## src/rtl/washer_dispense_ctrl_pkg.sv

```systemverilog
// rtl/washer_dispense_ctrl_pkg.sv - shared state encoding and constants for the washer dispenser
package washer_dispense_ctrl_pkg;

    typedef enum logic [1:0] {
        ST_IDLE = 2'd0,
        ST_DOWN = 2'd1,
        ST_UP   = 2'd2,
        ST_DONE = 2'd3
    } state_t;

    localparam logic SERVO_UP   = 1'b0;
    localparam logic SERVO_DOWN = 1'b1;

    localparam int DEFAULT_DOWN_FRAMES = 25;
    localparam int DEFAULT_UP_FRAMES   = 25;
    localparam int DWELL_W             = 8;

endpackage

```

## src/rtl/washer_dwell_timer.sv

```systemverilog
// rtl/washer_dwell_timer.sv - frame-tick down-counter timing one servo dwell phase
module washer_dwell_timer
    import washer_dispense_ctrl_pkg::*;
(
    input  logic               CLK,
    input  logic               nRST,
    input  logic               load,
    input  logic [DWELL_W-1:0] load_val,
    input  logic               tick,
    output logic               expire
);

    logic [DWELL_W-1:0] r_count;

    // A load takes priority, so a tick arriving in the load cycle is not counted.
    always_ff @(posedge CLK or negedge nRST) begin
        if (!nRST) begin
            r_count <= '0;
        end else if (load) begin
            r_count <= load_val;
        end else if (tick && (r_count != '0)) begin
            r_count <= r_count - DWELL_W'(1);
        end
    end

    assign expire = tick && (r_count == DWELL_W'(1));

endmodule

```

## src/rtl/washer_dispense_ctrl.sv

```systemverilog
// rtl/washer_dispense_ctrl.sv - sequences servo down/up strokes to dispense a requested washer count
module washer_dispense_ctrl
    import washer_dispense_ctrl_pkg::*;
#(
    parameter int DOWN_FRAMES = DEFAULT_DOWN_FRAMES,
    parameter int UP_FRAMES   = DEFAULT_UP_FRAMES,
    parameter int CNT_W       = 4
) (
    input  logic             CLK,
    input  logic             nRST,
    input  logic             frameTick,
    input  logic             req,
    input  logic [CNT_W-1:0] reqCount,
    input  logic             abort,
    output logic             controlServo,
    output logic             busy,
    output logic             done,
    output logic             aborted,
    output logic [CNT_W-1:0] dispensed
);

    localparam logic [DWELL_W-1:0] DOWN_LOAD = DWELL_W'(DOWN_FRAMES);
    localparam logic [DWELL_W-1:0] UP_LOAD   = DWELL_W'(UP_FRAMES);

    state_t             r_state;
    state_t             w_nxt_state;
    logic               r_servo;
    logic               r_busy;
    logic               r_done;
    logic               r_aborted;
    logic [CNT_W-1:0]   r_dispensed;
    logic [CNT_W-1:0]   r_remaining;
    logic               w_nxt_aborted;
    logic [CNT_W-1:0]   w_nxt_dispensed;
    logic [CNT_W-1:0]   w_nxt_remaining;
    logic               w_load;
    logic [DWELL_W-1:0] w_load_val;
    logic               w_expire;

    washer_dwell_timer u_dwell (
        .CLK      (CLK),
        .nRST     (nRST),
        .load     (w_load),
        .load_val (w_load_val),
        .tick     (frameTick),
        .expire   (w_expire)
    );

    always_ff @(posedge CLK or negedge nRST) begin
        if (!nRST) begin
            r_state <= ST_IDLE;
        end else begin
            r_state <= w_nxt_state;
        end
    end

    always_comb begin
        w_nxt_state     = r_state;
        w_nxt_aborted   = r_aborted;
        w_nxt_dispensed = r_dispensed;
        w_nxt_remaining = r_remaining;
        w_load          = 1'b0;
        w_load_val      = DOWN_LOAD;

        case (r_state)
            ST_IDLE: begin
                if (req) begin
                    w_nxt_dispensed = '0;
                    w_nxt_aborted   = 1'b0;
                    if (reqCount != '0) begin
                        w_nxt_remaining = reqCount;
                        w_load          = 1'b1;
                        w_load_val      = DOWN_LOAD;
                        w_nxt_state     = ST_DOWN;
                    end else begin
                        w_nxt_state     = ST_DONE;
                    end
                end
            end
            ST_DOWN: begin
                // Abort beats a coincident terminal tick: the stroke in progress is never counted.
                if (abort) begin
                    w_nxt_remaining = '0;
                    w_nxt_aborted   = 1'b1;
                    w_load          = 1'b1;
                    w_load_val      = UP_LOAD;
                    w_nxt_state     = ST_UP;
                end else if (w_expire) begin
                    w_nxt_dispensed = r_dispensed + CNT_W'(1);
                    w_nxt_remaining = r_remaining - CNT_W'(1);
                    w_load          = 1'b1;
                    w_load_val      = UP_LOAD;
                    w_nxt_state     = ST_UP;
                end
            end
            ST_UP: begin
                // The UP dwell always runs out so the servo is settled before the job ends.
                if (abort) begin
                    w_nxt_remaining = '0;
                    w_nxt_aborted   = 1'b1;
                end
                if (w_expire) begin
                    if (!abort && (r_remaining != '0)) begin
                        w_load      = 1'b1;
                        w_load_val  = DOWN_LOAD;
                        w_nxt_state = ST_DOWN;
                    end else begin
                        w_nxt_state = ST_DONE;
                    end
                end
            end
            ST_DONE: begin
                w_nxt_state = ST_IDLE;
            end
            default: begin
                w_nxt_state = ST_IDLE;
            end
        endcase
    end

    always_ff @(posedge CLK or negedge nRST) begin
        if (!nRST) begin
            r_servo     <= SERVO_UP;
            r_busy      <= 1'b0;
            r_done      <= 1'b0;
            r_aborted   <= 1'b0;
            r_dispensed <= '0;
            r_remaining <= '0;
        end else begin
            r_servo     <= (w_nxt_state == ST_DOWN) ? SERVO_DOWN : SERVO_UP;
            r_busy      <= (w_nxt_state == ST_DOWN) || (w_nxt_state == ST_UP);
            r_done      <= (w_nxt_state == ST_DONE);
            r_aborted   <= w_nxt_aborted;
            r_dispensed <= w_nxt_dispensed;
            r_remaining <= w_nxt_remaining;
        end
    end

    assign controlServo = r_servo;
    assign busy         = r_busy;
    assign done         = r_done;
    assign aborted      = r_aborted;
    assign dispensed    = r_dispensed;

endmodule
```

## config.mk

```make
export PLATFORM = sky130hd
export DESIGN_NAME = washer_dispense_ctrl
export DESIGN_NICKNAME = d
export VERILOG_FILES = /design/src/rtl/washer_dispense_ctrl_pkg.sv /design/src/rtl/washer_dwell_timer.sv /design/src/rtl/washer_dispense_ctrl.sv
export SDC_FILE = /design/constraint.sdc
export NUM_CORES = 1
export LEC_CHECK = 0
export ABC_AREA = 1
export CORE_UTILIZATION = 40
export DETAILED_ROUTE_END_ITERATION = 12
export PLACE_DENSITY_LB_ADDON = 0.05
export SYNTH_ARGS = -nofsm -noshare
export SYNTH_HDL_FRONTEND = slang
export SYNTH_SLANG_ARGS = --single-unit
```

## constraint.sdc

```tcl
create_clock -name CLK -period 2 [get_ports CLK]
set_clock_uncertainty 0.1 [all_clocks]
set_input_delay 0.4 -clock CLK [delete_from_list [all_inputs] [get_ports CLK]]
set_output_delay 0.4 -clock CLK [all_outputs]
set_load 0.02 [all_outputs]
```

==> flow_metrics.tcl <==
set metrics [dict create \
    syn_area_sq_um 1420 \
    hp-class "in -> async" \
    place_area_sq_um 1713 \
    cts_tree "built" \
    reg2regPathDepth 8 \
    clock_sinks 22 \
    critPathLaunchType "flop" \
    die_h_um 61.59 \
    grt_pass1_wl_um 4685 \
    ys_ff_latch 22 \
    final_common_cell "nand2_1" \
    synthDominantCellAreaShare_pct 38.77 \
    critPathCaptureType "flop" \
    min_period_ps 1863 \
    synthDistinctLibCells 27 \
    fmaxAchievable_mhz 536.7 \
    yosysWarnings 0 \
    dr.pass1.iters 4 \
    outcome "complete, no violations" \
    path_clk_slew_ps 120 \
    power.leakage_nw 0.8709 \
    drive_gt1_share_pct 18.93 \
    coreArea_sq_um 3363 \
    die_area_sq_um 3793 \
    cts.path.max_buffers 2 \
    grt_overflow 0 \
    track_usage_pct 16.79 \
    dpl.hpwl_um 2216 \
    die_x_um 61.59 \
    wire_per_inst_um 10.95 \
    initial_core_util_pct 42.22 \
    ant_nets 0 \
    synthTopCellsByArea "dfrtp_1, ha_1, nand2_1" \
    fill_cells 366 \
    cts_buffers 3 \
    rows 21 \
    synth_nets 196 \
    drv_slew 0 \
    remaining_drc_errors 0 \
    mostFrequentLayoutCells "nand2_1, inv_1, dfrtp_1" \
    cap_viol_max_count 0 \
    clkLatencyLatePin_ps 310 \
    rr_startpoint "r_state[1]" \
    gp_congestion 0.9054 \
    diodes 0 \
    ff2ff_setup_slack_ps 140 \
    ys_seq_area_share_pct 38.77 \
    final.setup.tns_ps 0 \
    layout.nets 227 \
    slew_headroom_pct 80.56 \
    setup_viol 0 \
    yosys.area.top_type "dfrtp_1" \
    via_count 1186 \
    crit_start "r_state[1]" \
    fin_ws_ps 136.6 \
    hold_viol_final 0 \
    first_global_vias 1170 \
    crit_type "reg -> reg" \
    worstPathRequired_ps 2120 \
    area_delta_synth_final_pct 23.35 \
    powerDensity_nw_per_um2 1261 \
    vdd_drop_max_uv 620.6 \
    holdBufCountCts 0 \
    r2r_end "busy" \
    clock_tree.root_cell "clkbuf_4" \
    tightest_slew_ps 291.5 \
    avgViaCountPerCell 4.706 \
    htreeDepth 1 \
    grt_max_degree 23 \
    arrival_ps 1980 \
    period_share_pct 93.17 \
    dp_worst_setup_slack_ps -100.7 \
    crit_path_max_fanout 5 \
    io_buffers 16 \
    design_area_sq_um 1752 \
    ioPinCount 17 \
    drt_iter0_drc 61 \
    avgSynthCellArea_sq_um 8.069 \
    syn_inst 176 \
    grt_antenna_before_repair 0 \
    wirelength_um 2760 \
    grt_setup_unrepaired "false" \
]
[cell usage after synthesis]
| cell | number |
|---|---|
| nand2_1 | 33 |
| inv_1 | 25 |
| dfrtp_1 | 22 |
| nor2_1 | 17 |
| nand3_1 | 15 |
| ha_1 | 11 |
| nand2_2 | 7 |
| a21oi_1 | 6 |
| o21ai_0 | 6 |
| nor2_2 | 5 |
| o21ai_1 | 4 |
| xor2_1 | 4 |
| xnor2_1 | 3 |
| inv_2 | 2 |
| nand2_4 | 2 |
| nor2_4 | 2 |
| o21a_1 | 2 |
| a31oi_1 | 1 |
| a32oi_1 | 1 |
| clkinv_2 | 1 |
| nand3_4 | 1 |
| nand3b_1 | 1 |
| nor3_1 | 1 |
| nor3_4 | 1 |
| o211ai_1 | 1 |
| o21ai_2 | 1 |
| or2_4 | 1 |
[critical path, cell delays in order (launching register included)]
cell and delay (ps):
dfrtp_1 440, inv_1 120, ha_2 230, inv_2 80, or2_4 260, o21ai_0 90
a32oi_1 120, ha_1 320, inv_1 40
[state kept, by name, summed over array words and instances, names as in the netlist]
signal	count
r_remaining	4
aborted	1
busy	1
dispensed	4
r_state	2
u_dwell.r_count	8
done	1
controlServo	1
[power breakdown]
group	internal, mW	switching (mW)
logic	0.520	0.739
registers	0.599	0.105
clock network	0.111	0.134
[cell type report]
| class | instances | area [sq um] | share of cell area (%) |
|---|---|---|---|
| multi-input combinational | 126 | 765.7 | 43.71 |
| sequential | 22 | 550.5 | 31.43 |
| inverter | 28 | 106.4 | 6.071 |
| timing repair buffer | 26 | 235.2 | 13.43 |
| tap | 46 | 57.56 | 3.286 |
| clock buffer | 4 | 36.28 | 2.071 |
[metal layers]
metal	share of wire (%)	global-route usage, %	vias to the layer above
met2	52	29.80	19
met5	0	0	-
met4	1.2	7.619	0
li1	-	-	613
met1	44	20.26	550
met3	3.1	1.891	4
[per-stage QoR]
stage / utilization, % / power (mW) / cells / hold WS, ps
global placement: 50.93 / 1.944 / 248 / 386.3
CTS: 52.01 / 2.234 / 252 / 341.6
global route: 52.08 / 2.448 / 252 / 346.1
finish: 52.08 / 2.210 / 252 / 333.3
detailed placement: 50.93 / 1.977 / 248 / 391.3
floorplan: - / 1.582 / 176 / 4.409
[repair_timing]
item / in CTS / in global routing
endpoints found under the setup margin: 0 / 1
buffers inserted: 0 / 0
resized for setup: 0 / 2
[worst max-delay path by stage]
stage,cells past startpoint,to
after floorplan,8,busy
after global routing,8,busy
final,8,busy
after CTS,8,busy
after detailed placement,12,busy
after global placement,12,busy
[kinds of logic after synthesis]
kind of cell | after synthesis | synth area share, %
buf+inv | 28 | 7.489
simple gates | 86 | 30.84
compound gates | 22 | 8.899
fa+ha+maj | 11 | 9.691
flops | 22 | 38.77
xor+xnor | 7 | 4.317
(Power assumes the default switching activity.)
